## src/rtl/shader_pkg.sv

```systemverilog
// rtl/shader_pkg.sv - shared opcodes, instruction layout, decode helper and FSM states
// Purpose: common definitions imported by the shader issue unit files.
// Contents: opcode constants, instruction bit positions, instr_t decoded
//           struct, decode_instr() helper, state_e enum, scoreboard sizing.
package shader_pkg;

  localparam int NUM_REGS = 8;
  localparam int REG_W    = 3;

  localparam logic [1:0] OP_ADD = 2'd0;
  localparam logic [1:0] OP_SUB = 2'd1;
  localparam logic [1:0] OP_MUL = 2'd2;
  localparam logic [1:0] OP_AND = 2'd3;

  localparam int OP_HI   = 15;
  localparam int OP_LO   = 14;
  localparam int MASK_HI = 13;
  localparam int MASK_LO = 10;
  localparam int DEST_HI = 9;
  localparam int DEST_LO = 7;
  localparam int SRCA_HI = 6;
  localparam int SRCA_LO = 4;
  localparam int SRCB_HI = 3;
  localparam int SRCB_LO = 1;
  localparam int HALT_B  = 0;

  typedef struct packed {
    logic [1:0]       op;
    logic [3:0]       mask;
    logic [REG_W-1:0] dest;
    logic [REG_W-1:0] src_a;
    logic [REG_W-1:0] src_b;
    logic             halt;
  } instr_t;

  typedef enum logic [2:0] {
    ST_IDLE  = 3'd0,
    ST_FETCH = 3'd1,
    ST_ISSUE = 3'd2,
    ST_DRAIN = 3'd3,
    ST_DONE  = 3'd4
  } state_e;

  function automatic instr_t decode_instr(input logic [15:0] w);
    instr_t r;
    r.op    = w[OP_HI:OP_LO];
    r.mask  = w[MASK_HI:MASK_LO];
    r.dest  = w[DEST_HI:DEST_LO];
    r.src_a = w[SRCA_HI:SRCA_LO];
    r.src_b = w[SRCB_HI:SRCB_LO];
    r.halt  = w[HALT_B];
    return r;
  endfunction

endpackage

```

## src/rtl/shader_issue_unit_if.sv

```systemverilog
// rtl/shader_issue_unit_if.sv - host, program memory, issue and writeback signal bundle
// Purpose: groups every non-clock/reset signal of the issue unit.
// Modports: master = issue unit side, slave = host/memory/execute side.
interface shader_issue_unit_if #(parameter int PC_W = 4);

  logic            start;
  logic [PC_W-1:0] start_pc;
  logic [PC_W-1:0] imem_addr;
  logic            imem_rd;
  logic [15:0]     imem_data;
  logic            issue_valid;
  logic            issue_ready;
  logic [1:0]      issue_op;
  logic [3:0]      issue_mask;
  logic [2:0]      issue_dest;
  logic [2:0]      issue_srcA;
  logic [2:0]      issue_srcB;
  logic            wb_valid;
  logic [2:0]      wb_dest;
  logic            busy;
  logic            done;
  logic            overrun;
  logic [PC_W:0]   issued_count;

  modport master (
    input  start, start_pc, imem_data, issue_ready, wb_valid, wb_dest,
    output imem_addr, imem_rd, issue_valid, issue_op, issue_mask,
           issue_dest, issue_srcA, issue_srcB, busy, done, overrun,
           issued_count
  );

  modport slave (
    output start, start_pc, imem_data, issue_ready, wb_valid, wb_dest,
    input  imem_addr, imem_rd, issue_valid, issue_op, issue_mask,
           issue_dest, issue_srcA, issue_srcB, busy, done, overrun,
           issued_count
  );

endinterface

```

## src/rtl/shader_scoreboard.sv

```systemverilog
// rtl/shader_scoreboard.sv - per-register pending-writeback bit vector
// Purpose: tracks registers with an issued but not yet written-back result.
// Ports: set_i/set_idx_i mark a register pending on issue; clr_i/clr_idx_i
//        clear it on writeback; chk_*_i are checked against the registered
//        bits and hazard_o is high if any of them is pending; any_pending_o
//        is high while any bit is set.
module shader_scoreboard
  import shader_pkg::*;
(
  input  logic             clk,
  input  logic             rst,
  input  logic             set_i,
  input  logic [REG_W-1:0] set_idx_i,
  input  logic             clr_i,
  input  logic [REG_W-1:0] clr_idx_i,
  input  logic [REG_W-1:0] chk_a_i,
  input  logic [REG_W-1:0] chk_b_i,
  input  logic [REG_W-1:0] chk_d_i,
  output logic             hazard_o,
  output logic             any_pending_o
);

  logic [NUM_REGS-1:0] pending_q, pending_d;

  // Set and clear never target the same register in one cycle (issue
  // requires a non-pending dest), so their order here does not matter.
  always_comb begin
    pending_d = pending_q;
    if (clr_i) pending_d[clr_idx_i] = 1'b0;
    if (set_i) pending_d[set_idx_i] = 1'b1;
  end

  always_ff @(posedge clk or posedge rst) begin
    if (rst) pending_q <= '0;
    else     pending_q <= pending_d;
  end

  // Registered bits only: a writeback this cycle is not forwarded.
  assign hazard_o      = pending_q[chk_a_i] | pending_q[chk_b_i] | pending_q[chk_d_i];
  assign any_pending_o = |pending_q;

endmodule

```

## src/rtl/shader_issue_unit.sv

```systemverilog
// rtl/shader_issue_unit.sv - fetch/decode/issue FSM of the SIMD shader front end
// Purpose: fetches instruction words, decodes them and issues them over a
//          valid/ready handshake, stalling on scoreboard hazards.
// Ports: clk, rst (async active-high); bus (master modport) carries host
//        start/done/status, program memory read, issue handshake and
//        writeback notification.
module shader_issue_unit
  import shader_pkg::*;
#(
  parameter int PC_W = 4
) (
  input  logic               clk,
  input  logic               rst,
  shader_issue_unit_if.master bus
);

  localparam logic [2:0] S_IDLE  = ST_IDLE;
  localparam logic [2:0] S_FETCH = ST_FETCH;
  localparam logic [2:0] S_ISSUE = ST_ISSUE;
  localparam logic [2:0] S_DRAIN = ST_DRAIN;
  localparam logic [2:0] S_DONE  = ST_DONE;

  logic [2:0]      state_q, state_d;
  logic [PC_W-1:0] pc_q, pc_d;
  logic [PC_W:0]   cnt_q, cnt_d;
  logic            ovr_q, ovr_d;
  instr_t          ir_q, ir_d;
  logic            fresh_q, fresh_d;

  instr_t cur;
  logic   hazard;
  logic   any_pending;
  logic   issue_valid;
  logic   fire;

  // The memory word is only valid in the first ISSUE cycle; afterwards the
  // captured copy keeps the presented fields stable under backpressure.
  always_comb cur = fresh_q ? decode_instr(bus.imem_data) : ir_q;

  assign issue_valid = (state_q == S_ISSUE) && !cur.halt && !hazard;
  assign fire        = issue_valid && bus.issue_ready;

  shader_scoreboard u_sb (
    .clk           (clk),
    .rst           (rst),
    .set_i         (fire),
    .set_idx_i     (cur.dest),
    .clr_i         (bus.wb_valid),
    .clr_idx_i     (bus.wb_dest),
    .chk_a_i       (cur.src_a),
    .chk_b_i       (cur.src_b),
    .chk_d_i       (cur.dest),
    .hazard_o      (hazard),
    .any_pending_o (any_pending)
  );

  always_comb begin
    state_d = state_q;
    pc_d    = pc_q;
    cnt_d   = cnt_q;
    ovr_d   = ovr_q;
    ir_d    = ir_q;
    fresh_d = 1'b0;
    case (state_q)
      S_IDLE: begin
        if (bus.start) begin
          pc_d    = bus.start_pc;
          cnt_d   = '0;
          ovr_d   = 1'b0;
          state_d = S_FETCH;
        end
      end
      S_FETCH: begin
        fresh_d = 1'b1;
        state_d = S_ISSUE;
      end
      S_ISSUE: begin
        ir_d = cur;
        if (cur.halt) begin
          state_d = S_DRAIN;
        end else if (fire) begin
          cnt_d = cnt_q + (PC_W+1)'(1);
          pc_d  = pc_q + PC_W'(1);
          if (pc_q == {PC_W{1'b1}}) begin
            ovr_d   = 1'b1;
            state_d = S_DRAIN;
          end else begin
            state_d = S_FETCH;
          end
        end
      end
      S_DRAIN: begin
        if (!any_pending) state_d = S_DONE;
      end
      S_DONE:  state_d = S_IDLE;
      default: state_d = S_IDLE;
    endcase
  end

  always_ff @(posedge clk or posedge rst) begin
    if (rst) begin
      state_q <= S_IDLE;
      pc_q    <= '0;
      cnt_q   <= '0;
      ovr_q   <= 1'b0;
      ir_q    <= '0;
      fresh_q <= 1'b0;
    end else begin
      state_q <= state_d;
      pc_q    <= pc_d;
      cnt_q   <= cnt_d;
      ovr_q   <= ovr_d;
      ir_q    <= ir_d;
      fresh_q <= fresh_d;
    end
  end

  assign bus.imem_addr    = pc_q;
  assign bus.imem_rd      = (state_q == S_FETCH);
  assign bus.issue_valid  = issue_valid;
  assign bus.issue_op     = cur.op;
  assign bus.issue_mask   = cur.mask;
  assign bus.issue_dest   = cur.dest;
  assign bus.issue_srcA   = cur.src_a;
  assign bus.issue_srcB   = cur.src_b;
  assign bus.busy         = (state_q != S_IDLE);
  assign bus.done         = (state_q == S_DONE);
  assign bus.overrun      = ovr_q;
  assign bus.issued_count = cnt_q;

endmodule

```

## src/flat_wrapper.sv

```systemverilog
// flat-port wrapper written by rule: the top's interface ports become plain ports
module shader_issue_unit_flat import shader_pkg::*;
#(
  parameter int PC_W = 4
)
  (clk, rst, bus_start, bus_start_pc, bus_imem_data, bus_issue_ready, bus_wb_valid, bus_wb_dest, bus_imem_addr, bus_imem_rd, bus_issue_valid, bus_issue_op, bus_issue_mask, bus_issue_dest, bus_issue_srcA, bus_issue_srcB, bus_busy, bus_done, bus_overrun, bus_issued_count);
  shader_issue_unit_if #(.PC_W(PC_W)) bus_i ();
  input  logic clk;
  input  logic rst;
  input wire logic [$bits(bus_i.start)-1:0] bus_start;
  input wire logic [$bits(bus_i.start_pc)-1:0] bus_start_pc;
  input wire logic [$bits(bus_i.imem_data)-1:0] bus_imem_data;
  input wire logic [$bits(bus_i.issue_ready)-1:0] bus_issue_ready;
  input wire logic [$bits(bus_i.wb_valid)-1:0] bus_wb_valid;
  input wire logic [$bits(bus_i.wb_dest)-1:0] bus_wb_dest;
  output wire logic [$bits(bus_i.imem_addr)-1:0] bus_imem_addr;
  output wire logic [$bits(bus_i.imem_rd)-1:0] bus_imem_rd;
  output wire logic [$bits(bus_i.issue_valid)-1:0] bus_issue_valid;
  output wire logic [$bits(bus_i.issue_op)-1:0] bus_issue_op;
  output wire logic [$bits(bus_i.issue_mask)-1:0] bus_issue_mask;
  output wire logic [$bits(bus_i.issue_dest)-1:0] bus_issue_dest;
  output wire logic [$bits(bus_i.issue_srcA)-1:0] bus_issue_srcA;
  output wire logic [$bits(bus_i.issue_srcB)-1:0] bus_issue_srcB;
  output wire logic [$bits(bus_i.busy)-1:0] bus_busy;
  output wire logic [$bits(bus_i.done)-1:0] bus_done;
  output wire logic [$bits(bus_i.overrun)-1:0] bus_overrun;
  output wire logic [$bits(bus_i.issued_count)-1:0] bus_issued_count;
  assign bus_i.start = bus_start;
  assign bus_i.start_pc = bus_start_pc;
  assign bus_i.imem_data = bus_imem_data;
  assign bus_i.issue_ready = bus_issue_ready;
  assign bus_i.wb_valid = bus_wb_valid;
  assign bus_i.wb_dest = bus_wb_dest;
  assign bus_imem_addr = bus_i.imem_addr;
  assign bus_imem_rd = bus_i.imem_rd;
  assign bus_issue_valid = bus_i.issue_valid;
  assign bus_issue_op = bus_i.issue_op;
  assign bus_issue_mask = bus_i.issue_mask;
  assign bus_issue_dest = bus_i.issue_dest;
  assign bus_issue_srcA = bus_i.issue_srcA;
  assign bus_issue_srcB = bus_i.issue_srcB;
  assign bus_busy = bus_i.busy;
  assign bus_done = bus_i.done;
  assign bus_overrun = bus_i.overrun;
  assign bus_issued_count = bus_i.issued_count;
  shader_issue_unit #(.PC_W(PC_W)) u_core (.clk(clk), .rst(rst), .bus(bus_i));
endmodule
```

## config.mk

```make
export PLATFORM = sky130hd
export DESIGN_NAME = shader_issue_unit_flat
export DESIGN_NICKNAME = d
export VERILOG_FILES = /design/src/rtl/shader_pkg.sv /design/src/rtl/shader_issue_unit_if.sv /design/src/rtl/shader_scoreboard.sv /design/src/rtl/shader_issue_unit.sv /design/src/flat_wrapper.sv
export SDC_FILE = /design/constraint.sdc
export NUM_CORES = 1
export LEC_CHECK = 0
export ABC_AREA = 1
export BUFFER_PORTS_ARGS = -buffer_cell sky130_fd_sc_hd__buf_2
export CAP_MARGIN = 15
export CORE_MARGIN = 2
export CORE_UTILIZATION = 58
export CTS_CLUSTER_DIAMETER = 30
export DETAILED_ROUTE_END_ITERATION = 10
export GPL_ROUTABILITY_DRIVEN = 0
export PLACE_DENSITY = 0.95
export RECOVER_POWER = 25
export SLEW_MARGIN = 20
export SYNTH_ARGS = -nofsm -noshare
export SYNTH_HDL_FRONTEND = slang
export SYNTH_SLANG_ARGS = --single-unit
```

## constraint.sdc

```tcl
create_clock -name clk -period 2.75 [get_ports clk]
set_clock_uncertainty 0.05 [all_clocks]
set_input_delay 0.55 -clock clk [delete_from_list [all_inputs] [get_ports clk]]
set_output_delay 0.55 -clock clk [all_outputs]
set_load 0.05 [all_outputs]
```

==> After elaboration in Yosys (flattened, before gate mapping) <==
Index checks and enable logic that the tools add are counted.
{ "word_totals": {"register_bits": 38, "inputBits": 28, "word_cells": 83} }
{ "op_classes": {"addsub": 2, "n_lt_le_gt_ge": 6, "eq_ne": 11, "mux": 33, "bitwise": 5, "reduce_logical": 14} }
{ "ops": {"columns": ["operator", "n"], "rows": [
  ["$lt 3x4->1 const B", 4],
  ["$mux 16", 1],
  ["$mux 8", 2],
  ["$mux 5", 3],
  ["$mux 3", 4],
  ["$mux 4", 3],
  ["$pmux 3 s4", 1],
  ["$mux 1", 10],
  ["$pmux 5 s2", 1],
  ["$bmux 1 s3", 3],
  ["$and 8x8->8", 1],
  ["$ne 2x2->1 const B", 4],
  ["$not 8->8", 1],
  ["$or 8x8->8", 1],
  ["$pmux 4 s2", 1],
  ["$reduce_or 8->1", 1],
  ["$demux 1 s3", 2],
  ["$eq 3x2->1 const B", 2],
  ["$ge 3x1->1 const B", 2],
  ["$add 5x1->5 const B", 1],
  ["$logic_and 1x1->1", 5],
  ["$reduce_and 5->1", 1],
  ["$add 4x1->4 const B", 1],
  ["$eq 4x4->1 const B", 1],
  ["other kinds (13)", 15]
]} }

==> Logic depth before layout (Yosys ltp) <==
Gate-level depths: netlist of run 1.
{ "depth": {"word_depth": 11, "mapped_depth": 17, "ltp_nobuf": 15} }

==> Modules after synthesis <==
A second synthesis of run 1 with hierarchy kept.
{ "hier_totals": {"cells_unflattened": 350, "hier_area_um2": 2422.3} }
{ "by_module_without_submodules": {"columns": ["mod", "n_inst", "cells_per_inst", "area_each_um2", "seq_area_each_um2"], "rows": [
  ["shader_issue_unit", 1, 242, 1793.0, 750.7],
  ["shader_scoreboard", 1, 108, 629.4, 200.2]
]} }

==> Worst setup path before layout of run 1 <==
No wires, ideal clock.
{ "synth_timing": {"kind": "register -> output", "startpoint": "reg u_core.fresh_q", "endpoint": "out bus_issue_valid", "arrival_time_ps": 2584, "t_required_ps": 2150, "slack_ps": -434, "path_stages_with_launch": 10, "cell_sequence": "dfrtp_1 -> buf_6 -> buf_6 -> nand2_2 -> nand2_4 -> nand3_2 -> nor2_1 -> nor2_1 -> nand2_1 -> nor4_1"} }
{ "synth_via": {"elab_chain_cells": 7} }
{ "synth_rtl": {"columns": ["element", "line", "text"], "rows": [
  ["start, declared", "shader_issue_unit.sv:28", "logic fresh_q, fresh_d;"],
  ["start signal, assigned", "shader_issue_unit.sv:114", "fresh_q <= fresh_d;"],
  ["$mux 16 (*)", "shader_issue_unit.sv:38", "always_comb cur = fresh_q ? decode_instr(bus.imem_data) : ir_q;"],
  ["$bmux 1 s3", "shader_scoreboard.sv:39", "assign hazard_o = pending_q[chk_a_i] | pending_q[chk_b_i] | pending_q[chk_d_i];"],
  ["$mux 1 (implied by the code)", "shader_scoreboard.sv:39", null],
  ["$or 1x1->1 (2 in series)", "shader_scoreboard.sv:39", null],
  ["$logic_not 1->1", "shader_issue_unit.sv:40", "assign issue_valid = (state_q == S_ISSUE) && !cur.halt && !hazard;"],
  ["$logic_and 1x1->1 (*)", "shader_issue_unit.sv:40", null],
  ["end, declared", "flat_wrapper.sv:18", "output wire logic [$bits(bus_i.issue_valid)-1:0] bus_issue_valid;"]
]} }
Mark *: on every way between the ends. The rest lies on a longest branch, timed or not. The select of a mux whose other input is x is not followed.

==> Worst setup path after layout of run 1 <==
Same ends and word-level chain as after synthesis.

==> impl_results.md, run 1 <==
- Status: finished clean
- DR pass1 iterations: 7
- Syn-to-layout area delta: 17.2%
- Final WL: 5.80 mm
- Met3 Track Usage GR: 5.96%
- Cell-internal power: 1.65 mW
- P_sw: 2.10 mW
- Synth cell types: 29
- Antenna-violating nets left: 0
- Setup crit end kind: output port
- GR Layer Usage met2: 41.8%
- Clock root cell: clkbuf_8
- Port buffer count: 56
- Worst EP arrival: 2.07 ns
- CP Max Fanout: 8
- Slew HR: 52.3%
- Routed wire per std cell: 13.3 um
- CTS Sinks: 38
- Worst Setup EP: bus_issue_valid
- Tmin final: 2.67 ns
- First-pass GRT wire length: 9.70 mm
- Fmax: 374 MHz
- CP Launch Type: flip-flop
- Sw Ratio: 56.0%
- Detail-routed via count per cell: 5.52
- Inserted Diodes: 0
- Max-Cap Viols: 0
- Clk_lat worst skew: 0.30 ns
- Post-Synthesis Cell Area: 2490 um2
- Core Util, Final: 71.9%
- DIE WIDTH: 69.5 um
- Nets: 414
- Tcrit/Tclk final: 97.1%
- Worst Hold Class: in -> async
- Vias in the first global route: 2287
- Post-synthesis sequential area ratio: 38.2%
- Mapped Cells: 331
- Syn Area/Cell: 7.53 um2
- Grt ovf: 0
- Largest net degree at the start of global routing: 39
- Worst R2R Path Depth: 17
- Fill count: 318
- CTS tree: done
- Iter 0 DRT Violations: 230
- DP Cell Count: 419
- Clock share of power: 10.8%
- Share of layout cells above drive strength 1: 30.1%
- Htree depth: 2
- Max Slew Vio Count: 0
- Dpl hpwl: 4.12 mm
- Setup-failing EPs final: 0
- R2R Path Start: u_core.fresh_q
- Leak pwr: 1.49 nW
- TritonCTS buffer count: 5
- CP Class: reg -> out
- Worst-margin pin slew: 0.715 ns
- Full die area: 4840 um2
- Global routing met1 resource utilization: 30.4%
- Data required time of the critical path: 2.15 ns
- Reg area: 952 um2
- Yosys warns: 0
- Clock Tree Buf Depth: 2
- Floorplan row count: 23
- I/O pin count: 57
- Final std cells w/o fill: 435
- Initial antenna violation count: 0
- Sequential share of power: 23.3%
- Gate power share: 65.9%
- Initial core utilization: 61.4%
- Cell area power density: 1290 nW/um2
- Die Height: 69.5 um
- Most used routing layer: met2
- Worst Setup SP: u_core.fresh_q
- FF+latch count, synth: 38
- Gr usage total: 24.8%
- Net Count, Synth: 361
- Clock Pin Slew Worst Setup and Hold Paths: 0.07 ns
- Core area: 4060 um2
- Final Hold Fails: 0
- Routed via count: 2403
- Reg2reg end: u_core.bus.issued_count[2]
- VDD IR max: 0.000902 V
- Area of the multi-input gates: 1240 um2
- Reg2Reg Setup Slack: 0.45 ns
- Final routed DRC violation total: 0
==> cell type report <==
cell class	instances	area share, %
sequential	38	32.6
clock inverter	1	0.171
clock buffer	7	2.96
multi-input combinational	230	42.6
tap	50	2.14
timing repair buffer	69	14.1
inverter	40	5.40
==> layer usage <==
layer	vias to the layer above	part of all wire [%]
met5	-	0
met4	0	3.0
met1	1098	40
li1	1165	-
met3	27	7.5
met2	113	49
==> power groups by stage <==
stage,combinational [mW],clock (mW),sequential (mW)
floorplan,1.92,0,1.01
global placement,2.26,0,0.873
detailed placement,2.33,0,0.883
CTS,2.33,0.409,0.873
global route,2.70,0.432,0.899
finish,2.47,0.403,0.874
==> logic make-up (layout without fill, tap and decap cells) <==
family | Yosys count | in the layout | share of synthesized area [%]
buffers and inverters | 63 | 117 | 13.2
xor gates and xnor gates | 2 | 2 | 0.703
AOI/OAI and AO/OA | 62 | 62 | 14.4
adders and majority gates | 2 | 2 | 1.00
and+or+nand+nor | 162 | 162 | 31.7
DFF | 38 | 38 | 38.2
muxes | 2 | 2 | 0.804
==> worst max-delay path, stage by stage (launching register included) <==
cell and delay [ns]:
dfrtp_2 0.43, buf_12 0.15, buf_6 0.15, buf_4 0.15
o21ai_4 0.17, inv_1 0.05, nand2_1 0.08, nand2_2 0.07
nor4_2 0.27, buf_4 0.25
==> stage by stage <==
| step | setup TNS (ns) | cell area (um2) | total power [mW] | hold WS (ns) | setup slack [ns] |
|---|---|---|---|---|---|
| detailed placement | 0 | 2720 | 3.21 | 0.412 | 0.357 |
| global route | -0.0205 | 2920 | 4.03 | 0.383 | -0.0205 |
| finish | 0 | 2920 | 3.75 | 0.309 | 0.0787 |
| global placement | 0 | 2720 | 3.14 | 0.403 | 0.411 |
| CTS | 0 | 2810 | 3.62 | 0.334 | 0.0515 |
| floorplan | 0 | 2500 | 2.92 | 0.403 | 0.132 |
==> registers in the layout, indices dropped and copies added, names as in the netlist <==
| register | cells |
|---|---|
| u_core.bus.overrun | 1 |
| u_core.ir_q | 16 |
| u_core.bus.imem_addr | 4 |
| u_core.bus.issued_count | 5 |
| u_core.state_q | 3 |
| u_core.u_sb.pending_q | 8 |
| u_core.fresh_q | 1 |
==> synthesized netlist by cell type <==
cell type / count / area (um2)
nor4_1: 1 / 6.26
o21ai_0: 40 / 200
nand2_1: 85 / 319
buf_4: 16 / 120
buf_2: 2 / 10.0
inv_1: 39 / 146
nor2_4: 1 / 11.3
o21bai_1: 1 / 7.51
o21ai_1: 2 / 10.0
nand3_2: 1 / 10.0
a31oi_1: 3 / 18.8
nor3_1: 4 / 20.0
or2_2: 1 / 6.26
o21ai_2: 11 / 96.3
nand2_4: 9 / 101
a21oi_1: 5 / 25.0
nand4_1: 6 / 37.5
clkbuf_1: 2 / 7.51
nand3_1: 32 / 160
nand3_4: 1 / 17.5
nor2_2: 1 / 6.26
mux2i_1: 2 / 20.0
inv_8: 1 / 11.3
xor2_1: 2 / 17.5
ha_1: 2 / 25.0
nor2_1: 12 / 45.0
nand2_2: 8 / 50.1
buf_6: 3 / 33.8
dfrtp_1: 38 / 951
==> cell usage in the layout, fill, tap and decap left out, types with 4 or more instances in the layout <==
cell type / Yosys / final
nor2_1: 12 / 9
a21oi_1: 5 / 5
nand2_4: 9 / 9
nor3_1: 4 / 4
nor2_2: 1 / 4
nand2_1: 85 / 83
buf_2: 2 / 55
buf_4: 16 / 10
clkbuf_8: 0 / 6
nand2_2: 8 / 10
nand3_1: 32 / 32
o21ai_0: 40 / 40
o21ai_2: 11 / 9
dfrtp_1: 38 / 37
nand4_1: 6 / 6
inv_1: 39 / 39
==> worst min-delay path by stage <==
stage,endpoint,slack [ns],cells past startpoint
2_1_floorplan,u_core.ir_q[9],0.40,2
3_3_place_gp,u_core.bus.overrun,0.40,2
3_5_place_dp,u_core.bus.overrun,0.41,2
4_1_cts,u_core.bus.issued_count[4],0.33,2
5_1_grt,u_core.bus.issued_count[4],0.38,2
6_report,u_core.bus.issued_count[4],0.31,2
==> what timing repair did <==
| action | CTS | global route |
|---|---|---|
| setup endpoints to repair | 0 | 1 |
| setup buffers | 0 | 7 |
| hold buffers | 0 | 0 |
| gates resized for setup | 0 | 10 |
No activity file was read; power rests on OpenSTA's default activity.
==> inputs of run 2 (changes only) <==
--- a/config.mk
+++ b/config.mk
@@ -10,6 +10,7 @@
 export CAP_MARGIN = 15
 export CORE_MARGIN = 2
 export CORE_UTILIZATION = 58
+export CTS_BUF_LIST = sky130_fd_sc_hd__clkbuf_16
 export CTS_CLUSTER_DIAMETER = 30
 export DETAILED_ROUTE_END_ITERATION = 10
 export GPL_ROUTABILITY_DRIVEN = 0
==> constraint.sdc (replaced) <==
create_clock -name clk -period 3.15 [get_ports clk]
set_clock_uncertainty 0.05 [all_clocks]
set_input_delay 0.63 -clock clk [delete_from_list [all_inputs] [get_ports clk]]
set_output_delay 0.63 -clock clk [all_outputs]
set_load 0.05 [all_outputs]
==> impl_results.md, run 2 (synthesis results as in run 1) <==
- Tmin final: 2.92 ns
- Iter 0 DRT Violations: 211
- Fmax: 343 MHz
- CTS hold repair buffers: 0
- Setup crit end kind: output port
- Final Hold Fails: 0
- CP Class: reg -> out
- CP Launch Type: flip-flop
- Tcrit/Tclk final: 92.7%
- DR pass1 iterations: 4
- HP Start: u_core.bus.overrun
- Slew HR: -35.8%
- Commonest non-fill, non-tap cell in the layout: nand2_1
- Biggest register: u_core.ir_q
- Reg2Reg Setup Slack: 0.79 ns
- Routed via count: 2324
- Share of layout cells above drive strength 1: 27.2%
- Vias in the first global route: 2219
- Inserted Diodes: 0
- Worst R2R Path Depth: 13
- CP peak stage delay: 0.68 ns
- Dpl hpwl: 4.03 mm
- Htree depth: 2
- Clk_lat worst skew: 0.28 ns
- Area of the multi-input gates: 1220 um2
- Data required time of the critical path: 2.47 ns
- First-pass GRT wire length: 9.66 mm
- VDD IR max: 0.000826 V
- Reg area: 951 um2
- Syn-to-layout area delta: 13.7%
- Cell area power density: 1150 nW/um2
- Worst Setup SP: u_core.fresh_q
- Setup-failing EPs final: 0
- Clock root cell: clkbuf_16
- Reg2reg end: u_core.bus.imem_addr[2]
- Fill count: 337
- Postcts setup bufs: 0
- Worst EP arrival: 2.24 ns
- Initial antenna violation count: 0
- Clock Tree Buf Depth: 2
- Largest net degree at the start of global routing: 39
- Initial core utilization: 61.4%
- CTS Sinks: 38
- DP Cell Count: 418
- Final routed DRC violation total: 0
- Worst Hold Class: reg -> reg
- TritonCTS buffer count: 5
- WHS Path Cells: 2
- Commonest non-fill, non-tap cells in the layout: nand2_1 (85), buf_2 (56), o21ai_0 (40)
- Status: complete, but fails checks
- Port buffer count: 56
- Finished Cell Area: 2830 um2
- Number of flip-flops in the largest register: 16
- Post-CTS Resized: 0
- Die Height: 69.5 um
- Detail-routed via count per cell: 5.47
- RSZ-0062 raised after global routing: no
- Clock Pin Slew Worst Setup and Hold Paths: 0.05 ns
- Crit path max-delay cell type: dfrtp_1
- TNS Setup: 0 ns
- Max Slew Vio Count: 39
- Floorplan row count: 23
- Full die area: 4840 um2
- Final WL: 5.53 mm
- Routed wire per std cell: 13.0 um
- DIE WIDTH: 69.5 um
- Core area: 4060 um2
- Critical path's top delay family: flip-flops
- Worst-margin pin slew: 2.04 ns
- Failing checks: capacitance limit, slew limit
- R2R Path Start: u_core.fresh_q
- Final std cells w/o fill: 425
- Gr usage total: 24.6%
- CP Max Fanout: 11
- CTS tree: done
- Cell breakdown of the critical path: buf_4 -> nand2_4 -> nand2_4 -> inv_1 -> nand2_1 -> nand2_1 -> nor4_2 -> buf_2
- Total power: 3.27 mW
- Area after DPL: 2700 um2
- CP bufs+invs: 3
- Antenna-violating nets left: 0
- Grt ovf: 0
- Max-Cap Viols: 1
- I/O pin count: 57
- Worst Hold Path EP: u_core.bus.overrun
- Nets: 405
- Leak pwr: 1.46 nW
run 2: per-layer routing:
metal / GRT usage, % / up-vias / part of all wire [%]
met3: 6.25 / 16 / 7.2
met1: 30.8 / 1065 / 41
met2: 40.6 / 92 / 49
met4: 10.0 / 0 / 2.7
met5: 0 / - / 0
li1: - / 1151 / -
run 2: how the worst max path moves through the flow:
stage / end / slack [ns] / cells after the start
6_report: bus_issue_valid / 0.23 / 8
2_1_floorplan: bus_issue_valid / 0.39 / 9
5_1_grt: bus_issue_valid / 0.04 / 9
3_3_place_gp: bus_issue_valid / 0.59 / 8
4_1_cts: bus_issue_valid / 0.25 / 8
3_5_place_dp: bus_issue_valid / 0.55 / 8
run 2: area by class of cell:
type	count	share of cell area (%)
clock buffer	5	4.42
clock inverter	2	0.353
inverter	40	5.57
multi-input combinational	230	43.1
sequential	38	33.6
tap	50	2.21
timing repair buffer	60	10.8
run 2: report_power, final:
part           internal (mW)  switching [mW]
Clock                  0.285           0.186
Combinational          0.510            1.50
Sequential             0.656           0.128
Total                   1.45            1.81
run 2: through the flow:
step	worst slack (ns)	util (%)	hold slack, ns
finish	0.231	69.8	0.420
global route	0.0415	69.8	0.460
CTS	0.245	69.9	0.413
detailed placement	0.554	66.6	0.409
global placement	0.593	66.6	0.404
floorplan	0.385	-	0.403
run 2: worst register-to-register path, stage by stage, from the launching register on:
cell     delay (ns)
dfrtp_1        0.68
nand2_2        0.19
nand2_2        0.17
nand2_1        0.10
nand3_1        0.09
nand2_1        0.05
nand2_1        0.05
nand2_1        0.09
nor2_2         0.15
nand3_4        0.15
nand2_4        0.12
nand2_4        0.15
nand2_1        0.13
o21ai_2        0.06
